--- src/rtl/snn_pkg.sv ---
// Shared types and default widths for the spiking-neuron datapath blocks.
package snn_pkg;

   localparam int W_W_DEF = 8;
   localparam int D_W_DEF = 8;

   typedef enum logic [1:0] {
      FREE = 2'd0,
      WAIT = 2'd1,
      RDY  = 2'd2
   } slot_state_t;

endpackage

--- src/rtl/synapse_dispatch_prio_enc.sv ---
// Lowest-set-bit priority encoder with a found flag.
module prio_enc #(
   parameter  int N  = 8,
   localparam int IW = (N > 1) ? $clog2(N) : 1
) (
   input  logic [N-1:0]  req,
   output logic [IW-1:0] idx,
   output logic          found
);

   always_comb begin
      idx   = '0;
      found = 1'b0;
      for (int i = N - 1; i >= 0; i--) begin
         if (req[i]) begin
            idx   = IW'(i);
            found = 1'b1;
         end
      end
   end

endmodule

--- src/rtl/synapse_dispatch.sv ---
// Presynaptic event dispatcher: captures spikes, delays them per input in
// timestep ticks, then delivers {weight, spike} to the soma over valid/ready.
module synapse_dispatch
   import snn_pkg::*;
#(
   parameter  int N_PRE  = 8,
   parameter  int W_W    = W_W_DEF,
   parameter  int D_W    = D_W_DEF,
   parameter  int N_SLOT = 8,
   localparam int PA_W   = $clog2(N_PRE),
   localparam int SL_W   = $clog2(N_SLOT)
) (
   input  logic             clk,
   input  logic             rst,
   input  logic [N_PRE-1:0] pre_spike,
   input  logic             tick,
   input  logic             cfg_we,
   input  logic [PA_W-1:0]  cfg_addr,
   input  logic [W_W-1:0]   cfg_weight,
   input  logic [D_W-1:0]   cfg_delay,
   output logic             post_valid,
   input  logic             post_ready,
   output logic [W_W-1:0]   post_weight,
   output logic             post_spike,
   output logic             busy,
   output logic [7:0]       drop_cnt
);

   // Delivery handshake: a beat transfers on a posedge where post_valid and
   // post_ready are both 1; until then post_valid/post_weight hold unchanged.

   logic [N_PRE-1:0]  pending;
   logic [W_W-1:0]    tbl_weight [N_PRE];
   logic [D_W-1:0]    tbl_delay  [N_PRE];

   slot_state_t       slot_state     [N_SLOT];
   slot_state_t       slot_state_nxt [N_SLOT];
   logic [D_W-1:0]    slot_rem       [N_SLOT];
   logic [D_W-1:0]    slot_rem_nxt   [N_SLOT];
   logic [W_W-1:0]    slot_weight    [N_SLOT];
   logic [SL_W-1:0]   sel_q;

   logic [N_SLOT-1:0] free_vec, rdy_vec, rdy_avail, hs_mask;
   logic [N_PRE-1:0]  alloc_clear, drop_vec;
   logic [PA_W-1:0]   pend_idx;
   logic [SL_W-1:0]   free_idx, rdy_idx;
   logic              pend_found, free_found, rdy_found;
   logic              alloc, handshake;
   logic [15:0]       drop_sum;
   logic [7:0]        drop_nxt;

   prio_enc #(.N(N_PRE))  u_pend (.req(pending),   .idx(pend_idx), .found(pend_found));
   prio_enc #(.N(N_SLOT)) u_free (.req(free_vec),  .idx(free_idx), .found(free_found));
   prio_enc #(.N(N_SLOT)) u_rdy  (.req(rdy_avail), .idx(rdy_idx),  .found(rdy_found));

   assign handshake  = post_valid & post_ready;
   assign alloc      = pend_found & free_found;
   assign post_spike = post_valid;
   assign busy       = (|pending) | ~(&free_vec);

   always_comb begin
      free_vec    = '0;
      rdy_vec     = '0;
      hs_mask     = '0;
      alloc_clear = '0;
      for (int i = 0; i < N_SLOT; i++) begin
         free_vec[i] = (slot_state[i] == FREE);
         rdy_vec[i]  = (slot_state[i] == RDY);
      end
      if (handshake) hs_mask[sel_q] = 1'b1;
      if (alloc) alloc_clear[pend_idx] = 1'b1;
      // The slot leaving this cycle must not be re-presented on the next beat.
      rdy_avail = rdy_vec & ~hs_mask;
      drop_vec  = pre_spike & pending & ~alloc_clear;
   end

   always_comb begin
      drop_sum = {8'd0, drop_cnt};
      for (int i = 0; i < N_PRE; i++) drop_sum = drop_sum + 16'(drop_vec[i]);
      drop_nxt = (drop_sum > 16'd255) ? 8'hFF : drop_sum[7:0];
   end

   always_comb begin
      for (int i = 0; i < N_SLOT; i++) begin
         slot_state_nxt[i] = slot_state[i];
         slot_rem_nxt[i]   = slot_rem[i];
         case (slot_state[i])
            FREE: if (alloc && free_idx == SL_W'(i)) begin
               slot_state_nxt[i] = (tbl_delay[pend_idx] == '0) ? RDY : WAIT;
               slot_rem_nxt[i]   = tbl_delay[pend_idx];
            end
            WAIT: if (tick && slot_rem[i] != '0) begin
               slot_rem_nxt[i] = slot_rem[i] - 1'b1;
               if (slot_rem[i] == D_W'(1)) slot_state_nxt[i] = RDY;
            end
            RDY:  if (handshake && sel_q == SL_W'(i)) slot_state_nxt[i] = FREE;
            default: slot_state_nxt[i] = FREE;
         endcase
      end
   end

   always_ff @(posedge clk) begin
      if (rst) begin
         pending     <= '0;
         drop_cnt    <= '0;
         post_valid  <= 1'b0;
         post_weight <= '0;
         sel_q       <= '0;
         for (int i = 0; i < N_PRE; i++) begin
            tbl_weight[i] <= '0;
            tbl_delay[i]  <= '0;
         end
         for (int i = 0; i < N_SLOT; i++) begin
            slot_state[i]  <= FREE;
            slot_rem[i]    <= '0;
            slot_weight[i] <= '0;
         end
      end else begin
         pending  <= (pending & ~alloc_clear) | pre_spike;
         drop_cnt <= drop_nxt;
         // Table read for allocation happens on the old contents.
         if (cfg_we) begin
            tbl_weight[cfg_addr] <= cfg_weight;
            tbl_delay[cfg_addr]  <= cfg_delay;
         end
         for (int i = 0; i < N_SLOT; i++) begin
            slot_state[i] <= slot_state_nxt[i];
            slot_rem[i]   <= slot_rem_nxt[i];
         end
         if (alloc) slot_weight[free_idx] <= tbl_weight[pend_idx];
         if (!post_valid || post_ready) begin
            post_valid  <= rdy_found;
            post_weight <= slot_weight[rdy_idx];
            sel_q       <= rdy_idx;
         end
      end
   end

endmodule

--- config.mk ---
export PLATFORM = sky130hd
export DESIGN_NAME = synapse_dispatch
export DESIGN_NICKNAME = d
export VERILOG_FILES = /design/src/rtl/snn_pkg.sv /design/src/rtl/synapse_dispatch_prio_enc.sv /design/src/rtl/synapse_dispatch.sv
export SDC_FILE = /design/constraint.sdc
export NUM_CORES = 1
export LEC_CHECK = 0
export ABC_AREA = 1
export CORE_ASPECT_RATIO = 1.1
export CORE_UTILIZATION = 41
export DETAILED_ROUTE_END_ITERATION = 7
export PLACE_DENSITY = 0.64
export SYNTH_ARGS = -nofsm -noshare
export SYNTH_HDL_FRONTEND = slang
export SYNTH_SLANG_ARGS = --single-unit
--- constraint.sdc ---
create_clock -name clk -period 5.8 [get_ports clk]
set_clock_uncertainty 0.1 [all_clocks]
set_input_delay 0.58 -clock clk [delete_from_list [all_inputs] [get_ports clk]]
set_output_delay 0.58 -clock clk [all_outputs]
set_load 0.1 [all_outputs]
==> results of run 1 <==
## cell type report
cell class | instances | share of cell area [%]
Sequential cell | 300 | 45.3
Multi-Input combinational cell | 1269 | 37.3
Clock buffer | 47 | 5.33
Inverter | 196 | 4.21
Timing Repair Buffer | 67 | 3.56
Tap cell | 494 | 3.53
Clock inverter | 15 | 0.801
## cell families (layout without fill, tap and decap cells)
group / count (synthesis) / count (layout) / synth area share (%)
AO/OA/AOI/OAI: 310 / 310 / 11.9
XOR/XNOR: 41 / 41 / 2.32
adder cells (fa/ha/maj): 31 / 31 / 2.74
buffers and inverters: 260 / 325 / 6.80
flip-flops: 300 / 300 / 51.1
AND/OR/NAND/NOR: 887 / 887 / 25.1
## where the power goes
group	switching (uW)	internal [uW]	leakage, uW
Combinational	1660	740	0.00399
Clock	880	1220	0.000525
Sequential	185	2580	0.00277
Total	2730	4540	0.00729
## metal layers
layer | vias to the layer above | GRT usage (%) | share of wire [%]
li1 | 6202 | - | -
met1 | 5966 | 27.3 | 43
met2 | 329 | 36.7 | 48
met3 | 73 | 3.31 | 6.0
met4 | 0 | 7.75 | 3.0
met5 | - | 0 | 0
## worst max-delay path: stages, from the launching register on
cell and delay [ns]:
dfxtp_1 0.34, nor2_1 0.30, nor2_2 0.14, nand2_1 0.09, nor2_1 0.05, nor2_2 0.33, inv_1 0.07, o21ai_0 0.23
nor2_1 0.10, fa_1 0.50, inv_1 0.06, fa_1 0.52, inv_1 0.05, fa_1 0.53, inv_1 0.06, fa_1 0.45
fa_1 0.41, nor2_1 0.12, a211oi_1 0.05, inv_1 0.07, nand2_1 0.06, inv_1 0.11, nand4_1 0.20, o21ai_0 0.12
o21ai_0 0.09, inv_1 0.09
## flip-flops by register name (all words and copies together), names as in the netlist
signal       cells
slot_rem        64
slot_weight     64
tbl_delay       64
tbl_weight      64
slot_state      16
drop_cnt         8
pending          8
post_weight      8
sel_q            3
post_spike       1
## worst max path at each step
stage,slack [ns],endpoint,from,cells past startpoint
after floorplan,0.87,drop_cnt[5],slot_state[0][1],25
after global placement,0.52,drop_cnt[5],slot_state[0][1],25
after detailed placement,0.53,drop_cnt[5],slot_state[0][1],25
after CTS,0.50,drop_cnt[5],slot_state[0][1],25
after global routing,0.18,drop_cnt[5],slot_state[0][1],25
final,0.49,drop_cnt[5],slot_state[0][1],25
## per-stage QoR
step                      util [%]  instance area, sq um  hold WS, ns  cells  worst slack (ns)
final                         47.0                 17500        0.395   2388             0.488
after global routing          47.0                 17500        0.427   2388             0.177
after CTS                     47.0                 17500        0.395   2388             0.496
after detailed placement      44.1                 16400        0.386   2326             0.534
after global placement        44.1                 16400        0.370   2326             0.523
after floorplan                  -                 15500        0.355   1829             0.872
## layout by cell type (no fill, tap or decap), types with 15 or more instances in the layout
cell type,count
ha_1,26
nand2_1,342
clkbuf_16,35
a21oi_1,76
o21ai_0,104
nand3b_1,32
nand3_1,140
inv_2,15
nor3_1,26
xor2_1,28
dfxtp_1,108
clkdlybuf4s50_1,49
edfxtp_1,192
o21ai_1,32
inv_1,175
a31oi_1,39
nor2_1,294
buf_4,17
o21a_1,17
==> results_dict.tcl, run 1 <==
set metrics [dict create \
    ff_latch_area_sq_um 7930 \
    core_area_sq_um 37200 \
    status "finished clean" \
    diodes 0 \
    grt.overflow.total 0 \
    area_growth_pct 12.9 \
    die_w_um 187 \
    cts_inserted_buffers 35 \
    ir_drop_v 0.000214 \
    ys_types 48 \
    dieArea_sq_um 38600 \
    worst_pin_slew_ns 1.12 \
    synth-async-reset-ratio_pct 0 \
    min_path_cells 2 \
    ys_warn_count 0 \
    synth_top_cell_by_area "edfxtp_1" \
    whs_endpoint "pending[1]" \
    routedWlPerCell_um 17.1 \
    io_buffer_count 50 \
    synthTopCellsByArea "edfxtp_1 37%, dfxtp_1 14%, nand2_1 8.3%" \
    powerDensity_nw_per_um2 415 \
    clk_latency_ns 0.52 \
    cts_setup_buffers 0 \
    maxCapViolCount 0 \
    cp.required_ns 6.16 \
    yosys.area.top_type_share_pct 37.2 \
    syn_nets 1892 \
    period_needed_ns 5.31 \
    multiInputGateArea_sq_um 6520 \
    firstDrtPassIters 5 \
    rrSetupSlack_ns 0.49 \
    drc 0 \
    ys_top_cells_by_count "342 x nand2_1, 294 x nor2_1, 192 x edfxtp_1" \
    grt_max_degree 99 \
    maxSlewViolCount 0 \
    antenna_found_initial 0 \
    synth_flop_cell "edfxtp_1" \
    timing.final.crit_share_pct 91.6 \
    clockBufferDepth 3 \
    start_util_pct 41.6 \
    reg2reg_depth 25 \
    synthesis.area_sq_um 15500 \
    avgSynthCellArea_sq_um 8.48 \
    min_from "pending[1]" \
    cp-end-kind "flop" \
    p_leak_uw 0.00729 \
    clk_pin_slew_ns 0.06 \
    nets 1932 \
    cts_num_sinks 300 \
    grt_pass1_vias 12300 \
    dp_hpwl_um 26600 \
    nFillCells 3584 \
    setup_violations 0 \
    max_slew_margin_pct 25.0 \
    synth-seq-cells 300 \
    path_max_fanout 9 \
    dieHeight_um 206 \
    worstReg2RegEnd "drop_cnt[5]" \
    hold_class "flop to flop" \
    rsz0062_at_grt "no" \
    crit_path_start_kind "flop" \
    gp_congestion 0.897 \
    rows 74 \
    tritoncts "yes" \
    synthCells 1829 \
    vias 12600 \
    cts_resized 0 \
    drive_gt1_share_pct 6.71 \
    holdBufCountCts 0 \
    regToRegStartpoint "slot_state[0][1]" \
    setup_tns_ns 0 \
    yosysMostFrequentCell "nand2_1" \
    yosysSeqAreaShare_pct 51.1 \
    fmax_mhz 188 \
    totalWireLength_um 40800 \
    cp.arrival_ns 5.67 \
    ant_nets 0 \
    finalHoldViolations 0 \
    power.total_uw 7270 \
    grt_usage_pct 21.4 \
    synth_edf_count 192 \
    avgViaCountPerCell 5.26 \
    htreeDepth 2 \
    root_buffer "clkbuf_16" \
    drt_iter0_markers 930 \
    grt_pass1_wl_um 65300 \
    io_pins 51 \
    worstSetupPathType "flop to flop" \
]
Note: power is estimated with default switching activity, not from simulation.
==> run 2: changes to the inputs <==
--- a/config.mk
+++ b/config.mk
@@ -9,7 +9,6 @@
 export CORE_ASPECT_RATIO = 1.1
 export CORE_UTILIZATION = 41
 export DETAILED_ROUTE_END_ITERATION = 7
-export PLACE_DENSITY = 0.64
 export SYNTH_ARGS = -nofsm -noshare
 export SYNTH_HDL_FRONTEND = slang
 export SYNTH_SLANG_ARGS = --single-unit
==> run 2 against run 1 <==
Net effect: maximum frequency increased by 0.64%; global-route usage increased by 0.32 points; count of clock-buffer cells in the layout rose by 4; worst hold slack worse by 0.0057 ns; setup slack better by 0.034 ns; utilization up 0.15 points; wire length up 0.18%; critical path depth unchanged; non-clock buffer count shrank 4; final area is 0.31% higher; die area stayed put; critical path type unchanged; largest power group unchanged; highest routed layer unchanged.
==> results_dict.tcl, run 2 (synthesized netlist as in run 1, its figures left out) <==
set metrics [dict create \
    status "finished clean" \
    fmax_mhz 189 \
    gp_congestion 0.845 \
    fin_ws_ns 0.521 \
    htreeDepth 2 \
    ant_nets 0 \
    finalHoldViolations 0 \
    worstSetupPathType "flop to flop" \
    vias 12600 \
    io_buffer_count 50 \
    final_common_cell "nand2_1" \
    maxCapViolCount 0 \
    cts_resized 0 \
    rsz0062_at_grt "no" \
    core_area_sq_um 37200 \
    mostFrequentLayoutCells "342 x nand2_1, 294 x nor2_1, 192 x edfxtp_1" \
    dieHeight_um 206 \
    grt_max_degree 99 \
    routedWlPerCell_um 17.1 \
    timing.final.crit_share_pct 91.0 \
    dieArea_sq_um 38600 \
    root_buffer "clkbuf_16" \
    setup_violations 0 \
    rows 74 \
    nets 1929 \
    path_max_fanout 9 \
    worst_pin_slew_ns 1.07 \
    maxSlewViolCount 0 \
    dp_worst_setup_slack_ns 0.443 \
    cp.arrival_ns 5.65 \
    firstDrtPassIters 5 \
    hold_class "flop to flop" \
    holdBufCountCts 0 \
    avgViaCountPerCell 5.27 \
    cts_setup_buffers 0 \
    clk_pin_slew_ns 0.06 \
    cp.required_ns 6.17 \
    powerDensity_nw_per_um2 420 \
    grt_pass1_vias 12300 \
    max_slew_margin_pct 28.8 \
    io_pins 51 \
    finalCoreUtilization_pct 47.2 \
    crit_path_start_kind "flop" \
    period_needed_ns 5.28 \
    totalWireLength_um 40900 \
    grt.overflow.total 0 \
    drc 0 \
    cts_num_sinks 300 \
    diodes 0 \
    p_leak_uw 0.00731 \
    tritoncts "yes" \
    drt_iter0_markers 953 \
    ir_drop_v 0.000210 \
    clockBufferDepth 3 \
    antenna_found_initial 0 \
    drive_gt1_share_pct 6.76 \
    final_cells 2387 \
    holdWs_ns 0.390 \
    grt_usage_pct 21.7 \
    setup_tns_ns 0 \
    cts_inserted_buffers 36 \
    cp-end-kind "flop" \
    area_growth_pct 13.2 \
    grt_pass1_wl_um 65800 \
    clk_latency_ns 0.54 \
    dp_hpwl_um 26300 \
    start_util_pct 41.6 \
    dp.cells 2322 \
    die_w_um 187 \
]
-- run 2: cell count changes in the layout (fill, tap and decap cells not counted), sizes merged --
cell	previous run	this run
buf	18	14
inv	190	192
clkbuf	47	51
clkinv	19	16
-- run 2: per-stage QoR --
step           power, uW  area, sq um
6_report            7370        17600
5_1_grt             7830        17600
4_1_cts             7410        17500
3_5_place_dp        5180        16400
3_3_place_gp        5140        16400
2_1_floorplan       4620        15500
-- run 2: routing by layer --
layer,global-route usage (%),vias up,wire (um)
met5,0,-,0
met4,7.69,0,1170
met3,2.51,65,1920
met2,38.1,289,19700
met1,27.6,6019,18100
li1,-,6208,-
-- run 2: critical path, stage by stage (launching register included) --
cell and delay [ns]:
dfxtp_1 0.35, nor2_1 0.30, nor2_2 0.14, nand2_1 0.09, nor2_1 0.06, nor2_4 0.24
inv_1 0.06, o21ai_0 0.24, nor2_1 0.10, fa_1 0.50, inv_1 0.06, fa_1 0.54
inv_1 0.06, fa_1 0.53, inv_1 0.05, fa_1 0.45, fa_1 0.42, nor2_1 0.13
a211oi_1 0.05, inv_1 0.07, nand2_1 0.06, inv_1 0.11, nand4_1 0.19, o21ai_0 0.13
o21ai_0 0.09, inv_1 0.09
-- run 2: final timing paths --
check,from,endpoint,slack [ns],depth (start not counted)
max,slot_state[0][1],drop_cnt[5],0.52,25
min,sel_q[2],sel_q[2],0.39,2
max reg2reg,slot_state[0][1],drop_cnt[5],0.52,25
min reg2reg,sel_q[2],sel_q[2],0.39,2
-- run 2: power breakdown --
| group | leakage [uW] | internal [uW] | switching (uW) |
|---|---|---|---|
| clock network | 0.000567 | 1310 | 915 |
| logic | 0.00397 | 742 | 1640 |
| registers | 0.00277 | 2580 | 186 |
-- run 2: final cells by class --
type | count | area, sq um
Fill cell | 3667 | 19700
Inverter | 196 | 736
Sequential cell | 300 | 7930
Multi-Input combinational cell | 1269 | 6520
Tap cell | 494 | 618
Clock buffer | 51 | 1010
Clock inverter | 14 | 145
Timing Repair Buffer | 63 | 593
